## src/rtl/vend_pkg.sv

```systemverilog
// vend_pkg: shared definitions for the vending transaction controller.
//   state_e  - FSM state encoding (also driven out on the state port)
//   COIN5/COIN10 - the only coin values the acceptor may credit
//   CHG_UNIT - value of one change coin ejected by the hopper
//   CREDIT_W - width of the credit register
package vend_pkg;

  localparam int CREDIT_W = 6;

  typedef enum logic [1:0] {
    S_IDLE   = 2'b00,
    S_CREDIT = 2'b01,
    S_VEND   = 2'b10,
    S_CHANGE = 2'b11
  } state_e;

  localparam logic [3:0]          COIN5    = 4'd5;
  localparam logic [3:0]          COIN10   = 4'd10;
  localparam logic [CREDIT_W-1:0] CHG_UNIT = CREDIT_W'(5);

endpackage

```

## src/rtl/vend_idle_timer.sv

```systemverilog
// vend_idle_timer: counts enabled cycles since the last clear and flags
// the cycle on whose closing edge the count reaches TIMEOUT.
//   clk      - clock, rising edge
//   rst      - asynchronous active-low reset
//   clr_i    - clear the count (takes priority over en_i)
//   en_i     - count this cycle
//   expire_o - combinational: this edge brings the count to TIMEOUT
module vend_idle_timer
  import vend_pkg::*;
#(
  parameter int TIMEOUT = 1000
) (
  input  logic clk,
  input  logic rst,
  input  logic clr_i,
  input  logic en_i,
  output logic expire_o
);

  localparam int W = (TIMEOUT < 2) ? 1 : $clog2(TIMEOUT + 1);

  logic [W-1:0] cnt_q, cnt_d;

  always_comb begin
    cnt_d = cnt_q;
    if (clr_i) begin
      cnt_d = '0;
    end else if (en_i) begin
      cnt_d = cnt_q + W'(1);
    end
  end

  assign expire_o = en_i && !clr_i && (cnt_q == W'(TIMEOUT - 1));

  always_ff @(posedge clk or negedge rst) begin
    if (!rst) begin
      cnt_q <= '0;
    end else begin
      cnt_q <= cnt_d;
    end
  end

endmodule

```

## src/rtl/vend_ctrl.sv

```systemverilog
// vend_ctrl: vending transaction controller. Accumulates coin credit,
// runs one dispense per purchase over a req/ack handshake and pays back
// leftover or cancelled credit as 5-unit change coins.
//   clk, rst              - clock (rising edge), async active-low reset
//   coin_valid, coin      - one-cycle coin strobe with coin value
//   sel_valid, cancel     - one-cycle purchase / refund requests
//   vend_req, vend_ack    - dispenser handshake
//   chg_req, chg_ack      - change-hopper handshake (one coin per ack)
//   coin_reject           - one-cycle pulse for a coin that was not credited
//   credit, state         - current credit and FSM state
module vend_ctrl
  import vend_pkg::*;
#(
  parameter int PRICE      = 15,
  parameter int MAX_CREDIT = 35,
  parameter int TIMEOUT    = 1000
) (
  input  logic                clk,
  input  logic                rst,
  input  logic                coin_valid,
  input  logic [3:0]          coin,
  input  logic                sel_valid,
  input  logic                cancel,
  output logic                vend_req,
  input  logic                vend_ack,
  output logic                chg_req,
  input  logic                chg_ack,
  output logic                coin_reject,
  output logic [CREDIT_W-1:0] credit,
  output logic [1:0]          state
);

  localparam int                  SUM_W   = CREDIT_W + 1;
  localparam logic [CREDIT_W-1:0] PRICE_C = CREDIT_W'(PRICE);

  state_e              state_q, state_d;
  logic [CREDIT_W-1:0] credit_q, credit_d;
  logic                vend_req_q, vend_req_d;
  logic                chg_req_q, chg_req_d;
  logic                coin_reject_q, coin_reject_d;

  logic [SUM_W-1:0] coin_sum;
  logic             coin_legal;
  logic             coin_ok;
  logic             tmr_clr;
  logic             tmr_expire;

  // One extra bit so the ceiling check cannot wrap.
  assign coin_sum   = {1'b0, credit_q} + SUM_W'(coin);
  assign coin_legal = (coin == COIN5) || (coin == COIN10);
  assign coin_ok    = coin_valid && coin_legal
                   && ((state_q == S_IDLE) || (state_q == S_CREDIT))
                   && (coin_sum <= SUM_W'(MAX_CREDIT))
                   && !sel_valid && !cancel;

  // Held clear outside CREDIT, so entering CREDIT always starts from zero.
  assign tmr_clr = (state_q != S_CREDIT) || coin_valid || sel_valid;

  vend_idle_timer #(
    .TIMEOUT(TIMEOUT)
  ) u_idle_timer (
    .clk      (clk),
    .rst      (rst),
    .clr_i    (tmr_clr),
    .en_i     (1'b1),
    .expire_o (tmr_expire)
  );

  always_comb begin
    state_d       = state_q;
    credit_d      = credit_q;
    coin_reject_d = coin_valid && !coin_ok;

    unique case (state_q)
      S_IDLE: begin
        if (coin_ok) begin
          credit_d = coin_sum[CREDIT_W-1:0];
          state_d  = S_CREDIT;
        end
      end
      S_CREDIT: begin
        if (cancel) begin
          state_d = S_CHANGE;
        end else if (sel_valid) begin
          if (credit_q >= PRICE_C) begin
            credit_d = credit_q - PRICE_C;
            state_d  = S_VEND;
          end
        end else if (coin_ok) begin
          credit_d = coin_sum[CREDIT_W-1:0];
        end else if (tmr_expire) begin
          state_d = S_CHANGE;
        end
      end
      S_VEND: begin
        if (vend_ack) begin
          state_d = (credit_q == '0) ? S_IDLE : S_CHANGE;
        end
      end
      S_CHANGE: begin
        if (chg_ack) begin
          credit_d = credit_q - CHG_UNIT;
          if (credit_q == CHG_UNIT) begin
            state_d = S_IDLE;
          end
        end
      end
      default: state_d = S_IDLE;
    endcase

    // Requests decoded from the next state so they are plain flops.
    vend_req_d = (state_d == S_VEND);
    chg_req_d  = (state_d == S_CHANGE);
  end

  always_ff @(posedge clk or negedge rst) begin
    if (!rst) begin
      state_q       <= S_IDLE;
      credit_q      <= '0;
      vend_req_q    <= 1'b0;
      chg_req_q     <= 1'b0;
      coin_reject_q <= 1'b0;
    end else begin
      state_q       <= state_d;
      credit_q      <= credit_d;
      vend_req_q    <= vend_req_d;
      chg_req_q     <= chg_req_d;
      coin_reject_q <= coin_reject_d;
    end
  end

  assign vend_req    = vend_req_q;
  assign chg_req     = chg_req_q;
  assign coin_reject = coin_reject_q;
  assign credit      = credit_q;
  assign state       = state_q;

endmodule
```

## config.mk

```make
export PLATFORM = sky130hd
export DESIGN_NAME = vend_ctrl
export DESIGN_NICKNAME = d
export VERILOG_FILES = /design/src/rtl/vend_pkg.sv /design/src/rtl/vend_idle_timer.sv /design/src/rtl/vend_ctrl.sv
export SDC_FILE = /design/constraint.sdc
export NUM_CORES = 1
export LEC_CHECK = 0
export CORE_MARGIN = 1
export CORE_UTILIZATION = 59
export DETAILED_ROUTE_END_ITERATION = 12
export HOLD_SLACK_MARGIN = 0.03
export PLACE_DENSITY = 0.87
export SYNTH_ARGS = -nofsm -noshare
export SYNTH_HDL_FRONTEND = slang
export SYNTH_SLANG_ARGS = --single-unit
```

## constraint.sdc

```tcl
create_clock -name clk -period 6.7 [get_ports clk]
set_clock_uncertainty 0.05 [all_clocks]
set_input_delay 0.67 -clock clk [delete_from_list [all_inputs] [get_ports clk]]
set_output_delay 0.67 -clock clk [all_outputs]
set_load 0.01 [all_outputs]
```

# ---- Yosys cells after proc, flatten, opt, wreduce, memory -nomap -nowiden
# Cells that the tools add are included.
dict set report op_classes {
  add_sub_neg 4
  mul 0
  n_div 0
  n_lt_le_gt_ge 2
  n_eq_ne 13
  n_shift 0
  mux 18
  bitwise_logic 0
  reduce_logical 19
}
# op n
set ops {}
lappend ops {{$mux 6} 5}
lappend ops {{$mux 2} 10}
lappend ops {{$pmux 6 s3} 1}
lappend ops {{$add 10x1->10 const B} 1}
lappend ops {{$eq 10x10->1 const B} 1}
lappend ops {{$mux 10} 1}
lappend ops {{$eq 2x2->1 const B} 4}
lappend ops {{$pmux 2 s4} 1}
lappend ops {{$add 6x4->7} 1}
lappend ops {{$le 7x6->1 const B} 1}
lappend ops {{$logic_and 1x1->1} 7}
lappend ops {{$eq 6x3->1 const B} 1}
lappend ops {{$ge 6x4->1 const B} 1}
lappend ops {{$logic_not 6->1} 1}
lappend ops {{$sub 6x3->6 const B} 1}
lappend ops {{$sub 6x4->6 const B} 1}
lappend ops {{$eq 4x3->1 const B} 1}
lappend ops {{$eq 4x4->1 const B} 1}
lappend ops {{$logic_not 1->1} 4}
lappend ops {{$logic_or 1x1->1} 4}
lappend ops {{$ne 2x2->1 const B} 2}
lappend ops {{$reduce_and 4->1} 1}
lappend ops {{$ne 3x2->1 const B} 1}
lappend ops {{$reduce_bool 3->1} 1}
lappend ops {{other kinds (3)} 3}
dict set report totals {
  register_bits 21
  latch_bits 0
  ramBits 0
  romBits 0
  input_bits 11
  output_inout_bits 11
  mem_count 0
}

# ---- Longest topological paths before layout
# Gate-level depths: netlist of run 1.
dict set report depth {
  depth_word 12
  depth_mapped 9
}

# ---- Hierarchy
# From an unflattened synthesis of run 1, not the netlist that was laid out.
dict set report unflattened {
  hier_cells 203
  hier_area_um2 1727.9
}
# mod instances cells_per_inst area_each_um2
set modules_own_cells {}
lappend modules_own_cells {vend_ctrl 1 151 1211.2}
lappend modules_own_cells {vend_idle_timer 1 52 516.7}

# ---- Worst setup path before layout of run 1
# OpenSTA, ideal clock, no wires.
dict set report synth_timing {
  path_type {input-to-reg}
  start {input port coin[0]}
  end {register credit_q[0], in the netlist credit[0]}
  setup_ns 0.126
  arrival_ns 2.717
  t_required_ns 6.524
  slack_ns 3.807
  cell_stages 9
  path_cell_list {ha_1 -> inv_1 -> fa_1 -> xnor2_1 -> a311o_1 -> a2111oi_4 -> o41ai_2 -> a21boi_4 -> a221o_1}
}
dict set report synth_between {
  elab_chain_len 11
  elab_cells_between_ends 14
  cone_classes {add/sub (1); order compare (1); eq/ne (2); mux (4); reduce/logical (6)}
}
# item line
set synth_lines {}
lappend synth_lines {{from (decl)} vend_ctrl.sv:21} ;# input logic [3:0] coin,
lappend synth_lines {{parallel branches: the longest is 7 deep, another holds $add 6x4->7} n/a}
lappend synth_lines {{$mux 6 (*)} {vend_ctrl.sv:76, vend_ctrl.sv:89}}
lappend synth_lines {{$mux 6} vend_ctrl.sv:84} ;# end else if (sel_valid) begin
lappend synth_lines {{$mux 6} vend_ctrl.sv:82} ;# if (cancel) begin
lappend synth_lines {{$pmux 6 s3 (*)} vend_ctrl.sv:74} ;# unique case (state_q)
lappend synth_lines {{to (signal assigned)} vend_ctrl.sv:125} ;# credit_q <= credit_d;
lappend synth_lines {{to (decl)} vend_ctrl.sv:37} ;# logic [CREDIT_W-1:0] credit_q, credit_d;
# Every way passes the cells marked *. The select of a mux whose other input is x is not followed.
# A chain may end at the register's enable or synchronous reset.

# ---- Worst setup path after layout of run 1
dict set report layout_timing {
  start {input port coin[0]}
  end {register credit_q[1], in the netlist credit[1]}
}
# Same word-level chain as after synthesis.

==> results of run 1 <==
[power groups by stage]
stage | registers, mW | logic [mW] | clock network, mW
2_1_floorplan | 0.204 | 0.385 | 0
3_3_place_gp | 0.247 | 0.474 | 0
3_5_place_dp | 0.249 | 0.489 | 0
4_1_cts | 0.246 | 0.492 | 0.0626
5_1_grt | 0.258 | 0.548 | 0.0659
6_report | 0.250 | 0.498 | 0.0613
[cell usage after synthesis (all sizes together) (2+ instances only)]
library cell | n | area, um2
o22ai | 2 | 12.51
dfrtp | 21 | 525.5
clkbuf | 7 | 26.28
or4 | 2 | 18.77
inv | 11 | 41.29
and2 | 3 | 18.77
nor2 | 20 | 75.07
nor4 | 2 | 12.51
xnor2 | 7 | 61.31
a221o | 3 | 30.03
o21ai | 14 | 70.07
nand2 | 14 | 55.06
nor3 | 5 | 25.02
ha | 9 | 112.6
a21oi | 8 | 40.04
a21o | 2 | 15.01
nand3 | 10 | 50.05
xor2 | 5 | 43.79
o21a | 2 | 15.01
and3 | 4 | 25.02
nor4b | 3 | 26.28
a21boi | 3 | 33.78
a31oi | 3 | 18.77
or4b | 2 | 20.02
[through the flow]
step,std cells,instance area (um2),total power [mW]
3_3_place_gp,234,1874,0.7205
5_1_grt,238,1902,0.8718
4_1_cts,238,1902,0.8010
2_1_floorplan,191,1664,0.5893
3_5_place_dp,234,1874,0.7373
6_report,238,1902,0.8095
[sequential cells by signal, indices dropped and copies added, names as in the netlist]
signal and cells:
u_idle_timer.cnt_q 10, credit 6, state 2, chg_req 1
coin_reject 1, vend_req 1
[worst paths after layout]
check,to,slack [ns],cells past startpoint
min reg2reg,u_idle_timer.cnt_q[0]$_DFF_PN0_,0.42,1
max in group asynchronous,state[0]$_DFF_PN0_,5.19,1
min in group asynchronous,credit[5]$_DFFE_PN0P_,0.82,1
min,u_idle_timer.cnt_q[0]$_DFF_PN0_,0.42,1
max reg2reg,credit[1]$_DFFE_PN0P_,3.53,9
max,credit[1]$_DFFE_PN0P_,3.39,10
[cells in the final DEF (no fill, tap or decap), types with 5 or more instances in the layout]
| master | netlist | layout |
|---|---|---|
| sky130_fd_sc_hd__xor2_1 | 5 | 5 |
| sky130_fd_sc_hd__nor3_1 | 5 | 5 |
| sky130_fd_sc_hd__ha_1 | 9 | 9 |
| sky130_fd_sc_hd__clkdlybuf4s50_1 | 0 | 21 |
| sky130_fd_sc_hd__o21ai_0 | 14 | 14 |
| sky130_fd_sc_hd__nor2_1 | 20 | 20 |
| sky130_fd_sc_hd__nand3_1 | 10 | 10 |
| sky130_fd_sc_hd__xnor2_1 | 7 | 7 |
| sky130_fd_sc_hd__dfrtp_1 | 21 | 21 |
| sky130_fd_sc_hd__nand2_1 | 13 | 13 |
| sky130_fd_sc_hd__inv_1 | 11 | 11 |
| sky130_fd_sc_hd__a21oi_1 | 8 | 8 |
[kinds of logic after synthesis]
kind of cell               Yosys count
buffers and inverters               19
xor gates and xnor gates            12
muxes                                1
and+or+nand+nor                     73
AOI/OAI and AO/OA                   55
DFF                                 21
adders and majority gates           10
[metal layers]
| metal | track usage, % | up-vias | wire length, um |
|---|---|---|---|
| li1 | - | 742 | - |
| met1 | 39.63 | 760 | 1761 |
| met3 | 6.011 | 2 | 246 |
| met2 | 52.01 | 60 | 1979 |
| met4 | 4.167 | 0 | 8 |
| met5 | 0 | - | 0 |
[final cells by class]
type                            count  area, um2
Clock buffer                        3      22.52
Clock inverter                      1      5.005
Fill cell                         200      665.6
Inverter                           11      41.29
Multi-Input combinational cell    151       1060
Sequential cell                    21      525.5
Tap cell                           30      37.54
Timing Repair Buffer               21      210.2
==> reports/summary.txt, run 1 <==
GRT
----------------------------------------------------------------------------------
Wire length of the first global-routing pass                               6472 um
Via count of the first global-routing pass                                    1414
Global router's overall resource usage                                      30.14%
Largest net degree at the start of global routing                               22
Initial antenna violation count                                                  0
Total congestion overflow                                                        0

TIMING
----------------------------------------------------------------------------------
Worst-case headroom to the max-slew limit                                   36.60%
Maximum frequency from static timing analysis                           0.3025 GHz
Final count of pins violating max slew                                           0
Period utilisation layout                                                   49.34%
Final setup violation count                                                      0
Minimum clock period after layout                                         3.306 ns
Hold Worst Slack                                                         0.4154 ns
Transition time at the pin with the least slew margin                    0.9481 ns
Final-report hold violation count                                                0
Setup slack after layout                                                  3.394 ns
Setup TNS Final                                                               0 ns
Setup repair after global routing missed its margin                             no

SYNTHESIS
----------------------------------------------------------------------------------
Synth Cell Area                                                       0.001664 mm2
Simple-Gate Fraction of Synth Area                                          23.46%
Number of nets in the synthesized netlist                                      212
Number of enable-type register cells in the synthesized netlist                  0
Primary FF master, synth                                              sky130_fd_sc_hd__dfrtp_1
Portion of the post-synthesis area used by sequential elements              31.58%
Combinational family with the most area after synthesis               compound AO/OA/AOI/OAI gates
Distinct cells, synth                                                           56
Multiplexer fraction of the synthesized cell area                          0.6015%
Adder and majority gate portion of the synthesized area                     7.970%
Synth Area in XOR/XNOR                                                      6.316%
Flop and latch count out of synthesis                                           21
Avg Synthesized Cell Area                                                8.713 um2
Fraction of the mapped netlist area in compound gates                       25.34%
Warnings, synthesis                                                              0
Synthesized netlist cell count                                                 191
Ys async rst share                                                          100.0%

DRT
----------------------------------------------------------------------------------
Via count                                                                     1564
Final routed wire length divided by cell count                            16.78 um
Sum of routed wire length over all layers                                  3994 um
Via density                                                                  6.571
# DRC                                                                            0
Remaining number of nets flagged by the antenna check after routing              0
Initial drt markers                                                             53
First-pass DRT Iterations                                                        5

PWR
----------------------------------------------------------------------------------
Maximum resistive drop on vdd                                            0.2819 mV
Switching Power                                                          0.3964 mW
Fraction of power consumed by combinational cells                            61.5%
Share of total power consumed by net switching                              48.97%
Static power due to leakage                                              0.7749 nW
Clk network pwr share                                                         7.6%
Part of the power in registers                                               30.9%
Pwr/cell area                                                         425.6 mW/mm2
Internal Power                                                           0.4131 mW

CRITICAL PATH
----------------------------------------------------------------------------------
Critical path fanouts, max                                                       5
Data required, critical path                                               6.86 ns
Kind of cell adding the most delay to the critical path               compound AO/OA/AOI/OAI gates
CP arrival                                                                 3.46 ns
Slowest stage cell on the critical path                               sky130_fd_sc_hd__clkdlybuf4s50_1
Bufs and invs on worst path                                                      2
Worst setup EP type                                                       register
Kind of start point of the critical path                                input port
Worst stage delay on the critical path                                     0.51 ns
Critical-path cell list                                               clkdlybuf4s50_1 -> ha_1 -> inv_1 -> fa_1 -> xnor2_1 -> a311o_1 -> a2111oi_4 -> o41ai_2 -> a21boi_4 -> a221o_1
Worst r2r src                                                         credit[0]$_DFFE_PN0P_
Worst setup path startpoint                                                coin[0]
Startpoint-to-endpoint class of the critical path                     input port to register

CLOCK TREE
----------------------------------------------------------------------------------
Post-cts resize count                                                            0
CTS tree                                                                      done
Number of clock sinks                                                           21
Clock Pin Slew Worst Setup and Hold Paths                                  0.13 ns
Number of hold buffers added after cts                                           0
Inserted Clock Buffers                                                           3
Clock latency at the later pin of the worst-skew pair                      0.31 ns
CTS H-Tree Depth                                                                 1
Clock tree buffer depth                                                          2
Setup bufs post-CTS                                                              0
CTS root buf                                                          sky130_fd_sc_hd__clkbuf_4

JOB
----------------------------------------------------------------------------------
Total of max-cap violations                                                      0

PLACE
----------------------------------------------------------------------------------
Post-Place Worst Slack                                                    3.106 ns
Detailed-placement wirelength estimate                                     3028 um
Global placer's final weighted congestion                                   0.8845
Buffers added on ports                                                          21

DIE
----------------------------------------------------------------------------------
Vertical die dimension                                                    55.11 um
Die ar.                                                               0.003037 mm2
Standard-cell row count                                                         18
DIE WIDTH                                                                 55.11 um
Ports placed on the boundary                                                    22
Placeable core region                                                 0.002567 mm2
Starting density of the core                                                64.81%

MIN PATH
----------------------------------------------------------------------------------
Worst Hold Class                                                      register to register
Worst hold start                                                      u_idle_timer.cnt_q[0]$_DFF_PN0_

FINAL LAYOUT
----------------------------------------------------------------------------------
Count of inserted antenna diode cells                                            0
Area growth from synthesis to layout                                        14.29%
# nets final                                                                   230
Core Util, Final                                                            74.07%
Share of post-route cells with drive strength above 1                       6.250%

RUN STATUS
----------------------------------------------------------------------------------
Outcome                                                               complete, no violations

Power figures use the tool's default switching activity.
==> run 2, diff against run 1 <==
Settings changed: CORE_UTILIZATION 59 to 50, PLACE_DENSITY 0.87 to 0.78.
Clock period 6.7 ns to 2.8 ns, I/O delays scaled along.
==> run 2 against run 1 <==
Final cell count is 15% higher. Count of clock-buffer cells in the layout is the same. Global-route usage down 3.8 points. Combinational power increased to 3.1 times the previous value. First-iteration DRC count rose to 2.8 times the previous value. Final area grew 10%. Sequential cell count stayed put. Sequential power rose by 93%. Power grew to 2.7 times the previous value. Critical path depth is the same. Largest cell class unchanged. Worst setup slack worse by 3.3 ns.
==> reports/summary.txt, run 2 (same netlist as run 1, synthesis figures left out) <==
PLACE
----------------------------------------------------------------------------------
Post-Place Worst Slack                                                  -0.3241 ns   -3.430 ns
Detailed-placement wirelength estimate                                     3377 um   +12%
Global placer's final weighted congestion                                   0.8747   -1.1%
Buffers added on ports                                                          21   unchanged
Placed cell areas                                                     0.002057 mm2   +9.7%

DIE
----------------------------------------------------------------------------------
DIE WIDTH                                                                 59.69 um   +8.3%
Die ar.                                                               0.003563 mm2   +17%
Placeable core region                                                 0.003103 mm2   +21%
Ports placed on the boundary                                                    22   unchanged
Starting density of the core                                                53.63%   -11 points
Standard-cell row count                                                         20   +2
Vertical die dimension                                                    59.69 um   +8.3%

FINAL LAYOUT
----------------------------------------------------------------------------------
Register with the most flip-flops                                     u_idle_timer.cnt_q
Design Area, Final                                                    0.002101 mm2   +10%
Count of inserted antenna diode cells                                            0   unchanged
Core Util, Final                                                            67.70%   -6.4 points
# nets final                                                                   252   +9.6%
Most frequent cells in the layout                                     sky130_fd_sc_hd__buf_4 (22), sky130_fd_sc_hd__dfrtp_1 (21), sky130_fd_sc_hd__clkdlybuf4s50_1 (21)
Filler cell count                                                              274   +37%
Share of post-route cells with drive strength above 1                       16.52%   +10 points
Storage cell area                                                        525.5 um2   unchanged
Area growth from synthesis to layout                                        26.24%
Largest register FFs                                                            10   unchanged
Area occupied by multi-input gates                                    0.001076 mm2   +1.5%
Leading cell type in the layout, fill and taps excluded               sky130_fd_sc_hd__buf_4

PWR
----------------------------------------------------------------------------------
Static power due to leakage                                              0.8882 nW   +15%
Pwr/cell area                                                          1031 mW/mm2   +140%
Maximum resistive drop on vdd                                            0.4561 mV   +62%
Pwr Total                                                                 2.166 mW   +170%

JOB
----------------------------------------------------------------------------------
Total of max-cap violations                                                      0   unchanged

CRITICAL PATH
----------------------------------------------------------------------------------
Worst r2r src                                                         credit[2]$_DFFE_PN0P_
Setup slack, reg-to-reg                                                    0.11 ns   -3.42 ns
Worst stage delay on the critical path                                     0.50 ns   about the same
Startpoint-to-endpoint class of the critical path                     input port to register
Critical-path cell list                                               clkdlybuf4s50_1 -> ha_1 -> inv_1 -> fa_2 -> xnor2_2 -> a311o_1 -> a2111oi_4 -> o41ai_2 -> a21boi_4 -> a221o_1
Data required, critical path                                               2.94 ns   -3.92 ns
Kind of start point of the critical path                                input port
CP arrival                                                                 2.88 ns   -0.58 ns
Worst Setup EP                                                        credit[0]$_DFFE_PN0P_
Logic depth of the worst register-to-register path                               8   -1
Critical path fanouts, max                                                       5   unchanged
Worst setup EP type                                                       register
Worst reg2reg path endpoint                                           credit[0]$_DFFE_PN0P_
Worst setup path startpoint                                                coin[0]
Slowest stage cell on the critical path                               sky130_fd_sc_hd__clkdlybuf4s50_1

DRT
----------------------------------------------------------------------------------
Sum of routed wire length over all layers                                  4346 um   +8.8%
Remaining number of nets flagged by the antenna check after routing              0   unchanged
Via density                                                                  5.923   -9.9%
Final routed wire length divided by cell count                            15.86 um   -5.5%
# DRC                                                                            0   unchanged
First-pass DRT Iterations                                                        4   -1
Initial drt markers                                                            147   +180%
Via count                                                                     1623   +3.8%

RUN STATUS
----------------------------------------------------------------------------------
Outcome                                                               complete, no violations

TIMING
----------------------------------------------------------------------------------
Setup repair after global routing missed its margin                             no
Maximum frequency from static timing analysis                           0.3658 GHz
Minimum clock period after layout                                         2.734 ns
Final count of pins violating max slew                                           0   unchanged
Final setup violation count                                                      0   unchanged
Worst-case headroom to the max-slew limit                                   38.09%   +1.5 points
Final-report hold violation count                                                0   unchanged
Period utilisation layout                                                   97.63%
Transition time at the pin with the least slew margin                    0.9258 ns   -0.02230 ns
Setup slack after layout                                                0.06639 ns   -3.328 ns

GRT
----------------------------------------------------------------------------------
Wire length of the first global-routing pass                               7093 um   +9.6%
Total congestion overflow                                                        0   unchanged
Initial antenna violation count                                                  0   unchanged
Largest net degree at the start of global routing                               22   unchanged
Global router's overall resource usage                                      26.38%   -3.8 points
Via count of the first global-routing pass                                    1520   +7.5%

CLOCK TREE
----------------------------------------------------------------------------------
CTS root buf                                                          sky130_fd_sc_hd__clkbuf_4
CTS H-Tree Depth                                                                 1   unchanged
CTS tree                                                                      done
Setup bufs post-CTS                                                              0   unchanged
Inserted Clock Buffers                                                           3   unchanged
Number of clock sinks                                                           21   unchanged
Clock tree buffer depth                                                          2   unchanged
Clock latency at the later pin of the worst-skew pair                      0.30 ns   about the same
Clock Pin Slew Worst Setup and Hold Paths                                  0.11 ns   -0.02 ns

MIN PATH
----------------------------------------------------------------------------------
Worst Hold Class                                                      register to register

## run 2: per-layer routing
metal | global-route usage [%] | share of wire [%]
met3 | 3.463 | 4.7
met4 | 7.641 | 1.1
met5 | 0 | 0
met1 | 35.50 | 45
met2 | 44.29 | 49
## run 2: critical path: cells and delay by family
kind | cells | cell delay [ns]
xor+xnor | 1 | 0.15
buf+inv | 2 | 0.55
fa+ha+maj | 2 | 0.53
compound gates | 5 | 1.36
## run 2: worst min-delay path by stage
stage,slack [ns],to,start,cells past startpoint
after floorplan,-0.07,chg_req$_DFF_PN0_,rst,0
after global placement,0.39,u_idle_timer.cnt_q[0]$_DFF_PN0_,u_idle_timer.cnt_q[0]$_DFF_PN0_,1
after detailed placement,0.40,u_idle_timer.cnt_q[0]$_DFF_PN0_,u_idle_timer.cnt_q[0]$_DFF_PN0_,1
after CTS,0.42,u_idle_timer.cnt_q[0]$_DFF_PN0_,u_idle_timer.cnt_q[0]$_DFF_PN0_,1
after global routing,0.44,u_idle_timer.cnt_q[0]$_DFF_PN0_,u_idle_timer.cnt_q[0]$_DFF_PN0_,1
final,0.41,u_idle_timer.cnt_q[0]$_DFF_PN0_,u_idle_timer.cnt_q[0]$_DFF_PN0_,1
## run 2: where the power goes
group	switching, mW	internal (mW)	total (mW)
clock	0.0852	0.0533	0.138
sequential	0.104	0.379	0.483
combinational	0.816	0.728	1.54
total	1.01	1.16	2.17
## run 2: layout make-up
cell class                      instances  share of cell area [%]
Multi-Input combinational cell        151                   51.22
Sequential cell                        21                   25.01
Timing Repair Buffer                   43                   17.87
Tap cell                               44                   2.621
Inverter                               11                   1.965
Clock buffer                            3                   1.072
Clock inverter                          1                  0.2382
## run 2: stage by stage
step	TNS (ns)	hold WS, ns	instances
2_1_floorplan	0	-0.06559	191
6_report	0	0.4149	274
3_5_place_dp	-1.442	0.4019	270
3_3_place_gp	-1.019	0.3949	270
5_1_grt	0	0.4359	274
4_1_cts	0	0.4182	274
## run 2: timing repair
item / in CTS / in global routing
endpoints found under the hold margin: 0 / 0
resized for setup: 2 / 1
pin swaps: 3 / 2
hold buffers: 0 / 0
setup endpoints to repair: 2 / 2
==> run 3, diff against run 2 <==
Settings changed: ABC_AREA set to 1, SLEW_MARGIN set to 30.
==> run 3 against run 2 <==
Sequential share of layout area increased by 1.8 points. Highest routed layer unchanged. Final area down 6.7%. Non-clock buffer count fell by 19. Register-to-register slack better by 0.43 ns. Final cell count increased by 11%. Utilization decreased by 4.6 points. Critical path depth is 3 higher. Sequential cell count did not move. Die area fell by 0.15%. Combinational power decreased by 23%. Power decreased by 16%. Critical endpoint is now credit[5]$_DFFE_PN0P_.
==> reports/summary.txt, run 3 <==
DRT
----------------------------------------------------------------------------------
# DRC                                                                            0   unchanged
Via density                                                                  5.109   -14%
Sum of routed wire length over all layers                                  3709 um   -15%
First-pass DRT Iterations                                                        4   unchanged
Initial drt markers                                                            101   -31%
Via count                                                                     1553   -4.3%
Remaining number of nets flagged by the antenna check after routing              0   unchanged
Final routed wire length divided by cell count                            12.20 um   -23%

CLOCK TREE
----------------------------------------------------------------------------------
Number of hold buffers added after cts                                           0   unchanged
Clock latency at the later pin of the worst-skew pair                      0.30 ns   about the same
Post-cts resize count                                                            0   -2
Number of clock sinks                                                           21   unchanged
CTS tree                                                                      done
Setup bufs post-CTS                                                              0   unchanged
CTS root buf                                                          sky130_fd_sc_hd__clkbuf_4
Clock tree buffer depth                                                          2   unchanged
Inserted Clock Buffers                                                           3   unchanged
Clock Pin Slew Worst Setup and Hold Paths                                  0.12 ns   about the same
CTS H-Tree Depth                                                                 1   unchanged

PWR
----------------------------------------------------------------------------------
Static power due to leakage                                              0.9569 nW   +7.7%
Pwr/cell area                                                         923.5 mW/mm2   -10%
Maximum resistive drop on vdd                                            0.4692 mV   +2.9%

GRT
----------------------------------------------------------------------------------
Wire length of the first global-routing pass                               6120 um   -14%
Largest net degree at the start of global routing                               22   unchanged
Global router's overall resource usage                                      23.08%   -3.3 points
Via count of the first global-routing pass                                    1375   -9.5%
Initial antenna violation count                                                  0   unchanged
Total congestion overflow                                                        0   unchanged

SYNTHESIS
----------------------------------------------------------------------------------
Synth Cell Area                                                       0.001662 mm2   -0.15%
Synthesized netlist cell count                                                 235   +23%
Main area contributors after synthesis                                sky130_fd_sc_hd__dfrtp_1 (32%), sky130_fd_sc_hd__nand2_1 (12%), sky130_fd_sc_hd__inv_1 (7.0%), sky130_fd_sc_hd__nand3_1 (6.9%), sky130_fd_sc_hd__ha_1 (6.8%)
Share of Yosys cell area claimed by the top area cell type                  31.63%   +0.048 points
Avg Synthesized Cell Area                                                7.071 um2   -19%
Number of enable-type register cells in the synthesized netlist                  0   unchanged
Portion of the post-synthesis area used by sequential elements              31.63%   +0.048 points
Flop and latch count out of synthesis                                           21   unchanged
Distinct cells, synth                                                           35   -38%
Cell taking the most area after synthesis                             sky130_fd_sc_hd__dfrtp_1
Primary FF master, synth                                              sky130_fd_sc_hd__dfrtp_1
Commonest cells in the synthesized netlist                            sky130_fd_sc_hd__nand2_1 (54), sky130_fd_sc_hd__inv_1 (31), sky130_fd_sc_hd__nand3_1 (23), sky130_fd_sc_hd__nor2_1 (23), sky130_fd_sc_hd__dfrtp_1 (21)
Number of nets in the synthesized netlist                                      256   +21%
Warnings, synthesis                                                              0   unchanged
Ys async rst share                                                          100.0%   unchanged
Most frequent cell after synthesis                                    sky130_fd_sc_hd__nand2_1

FINAL LAYOUT
----------------------------------------------------------------------------------
Most frequent cells in the layout                                     sky130_fd_sc_hd__nand2_1 (54), sky130_fd_sc_hd__inv_1 (31), sky130_fd_sc_hd__nor2_1 (23), sky130_fd_sc_hd__nand3_1 (23)
Share of post-route cells with drive strength above 1                       10.00%   -6.5 points
Leading cell type in the layout, fill and taps excluded               sky130_fd_sc_hd__nand2_1
Register with the most flip-flops                                     u_idle_timer.cnt_q
Count of inserted antenna diode cells                                            0   unchanged
Area growth from synthesis to layout                                        17.92%
# nets final                                                                   282   +12%
Largest register FFs                                                            10   unchanged

DIE
----------------------------------------------------------------------------------
DIE WIDTH                                                                 59.65 um   about the same
Ports placed on the boundary                                                    22   unchanged
Starting density of the core                                                53.55%   -0.081 points
Standard-cell row count                                                         20   unchanged
Die ar.                                                               0.003558 mm2   -0.15%
Vertical die dimension                                                    59.65 um   about the same
Placeable core region                                                 0.003103 mm2   unchanged

CRITICAL PATH
----------------------------------------------------------------------------------
Kind of start point of the critical path                                  register
Worst setup EP type                                                       register
Critical-path cell list                                               inv_1 -> fa_1 -> inv_1 -> nand3_1 -> nand3_1 -> nand2_1 -> nor2_1 -> nand2_2 -> nand2_1 -> nand3_1 -> nand3_1 -> nand2_1 -> nand2_1
Critical path fanouts, max                                                       7   +2
Data required, critical path                                               2.99 ns   +0.05 ns
Worst stage delay on the critical path                                     0.51 ns   about the same
Slowest stage cell on the critical path                               sky130_fd_sc_hd__dfrtp_1
Startpoint-to-endpoint class of the critical path                     register to register
CP arrival                                                                 2.45 ns   -0.43 ns

JOB
----------------------------------------------------------------------------------
Total of max-cap violations                                                      0   unchanged

PLACE
----------------------------------------------------------------------------------
Global placer's final weighted congestion                                   0.9426   +7.8%
Post-Place Worst Slack                                                   0.2700 ns   +0.5941 ns
Buffers added on ports                                                          21   unchanged
Detailed-placement wirelength estimate                                     2934 um   -13%

TIMING
----------------------------------------------------------------------------------
Final count of pins violating max slew                                           0   unchanged
Transition time at the pin with the least slew margin                    0.3849 ns   -0.5409 ns
Maximum frequency from static timing analysis                           0.4419 GHz   +21%
Final setup violation count                                                      0   unchanged
Worst-case headroom to the max-slew limit                                   74.34%   +36 points
Setup repair after global routing missed its margin                             no
Minimum clock period after layout                                         2.263 ns   -0.4709 ns
Setup TNS Final                                                               0 ns   unchanged
Final-report hold violation count                                                0   unchanged
Setup slack after layout                                                 0.5373 ns   +0.4709 ns
Period utilisation layout                                                   80.81%   -17 points

RUN STATUS
----------------------------------------------------------------------------------
Outcome                                                               complete, no violations

MIN PATH
----------------------------------------------------------------------------------
Worst Hold Class                                                      input port to asynchronous set/reset pin

run 3: cell count changes after synthesis, sizes merged, moves of 4 or more:
cell / before / now
nand2: 14 / 60
inv: 11 / 33
nand3: 10 / 24
a21oi: 8 / 17
clkbuf: 7 / 0
xnor2: 7 / 0
nor2: 20 / 26
nand4: 0 / 5
and3: 4 / 0
run 3: path summary, 6_finish.rpt:
kind                                                       from                              end  slack, ns  cells after the start
min in group clk                u_idle_timer.cnt_q[0]$_DFF_PN0_  u_idle_timer.cnt_q[0]$_DFF_PN0_       0.43                      1
worst min register to register  u_idle_timer.cnt_q[0]$_DFF_PN0_  u_idle_timer.cnt_q[0]$_DFF_PN0_       0.43                      1
worst min-delay path                                        rst  u_idle_timer.cnt_q[8]$_DFF_PN0_       0.26                      2
worst max-delay path                      credit[1]$_DFFE_PN0P_            credit[5]$_DFFE_PN0P_       0.54                     13
max in group asynchronous                                   rst            credit[1]$_DFFE_PN0P_       2.22                      2
worst max register to register            credit[1]$_DFFE_PN0P_            credit[5]$_DFFE_PN0P_       0.54                     13
run 3: power breakdown:
group / internal (mW) / switching, mW
sequential: 0.380 / 0.112
clock: 0.0532 / 0.0885
combinational: 0.488 / 0.688
run 3: kinds of logic (layout without fill, tap and decap cells):
family,Yosys count,after routing,synth area share [%]
AOI/OAI and AO/OA,40,40,13.93
DFF,21,21,31.63
adders and majority gates,10,10,7.982
and+or+nand+nor,124,124,35.84
xor gates and xnor gates,3,3,1.582
buffers and inverters,37,62,9.037
run 3: through the flow:
step | utilization [%] | cell area (um2) | hold slack, ns | power [mW] | std cells
after floorplan | - | 1662 | -0.06559 | 1.294 | 235
after global placement | 62.26 | 1932 | 0.3973 | 1.643 | 300
after detailed placement | 62.26 | 1932 | 0.4093 | 1.662 | 300
after CTS | 63.15 | 1959 | 0.2622 | 1.811 | 304
after global routing | 63.15 | 1959 | 0.2765 | 1.986 | 304
final | 63.15 | 1959 | 0.2627 | 1.809 | 304
run 3: worst max-delay path: cells and delay by family, from the launching register on:
family / cells / cell delay (ns)
simple gates: 10 / 0.88
flops: 1 / 0.51
fa+ha+maj: 1 / 0.47
buf+inv: 2 / 0.30
run 3: routing by layer:
| metal | wire [um] | track usage [%] |
|---|---|---|
| met1 | 1831 | 32.74 |
| met4 | 13 | 2.658 |
| met2 | 1719 | 37.30 |
| met3 | 145 | 4.803 |
| met5 | 0 | 0 |
run 3: final cells by class:
type | instances | area (um2)
clock buffers | 3 | 22.52
clock inverters | 1 | 5.005
fillers | 313 | 1144
inverters | 34 | 132.6
multi-input cells | 177 | 985.9
flip-flops and latches | 21 | 525.5
well taps | 44 | 55.05
repair buffers | 24 | 232.7
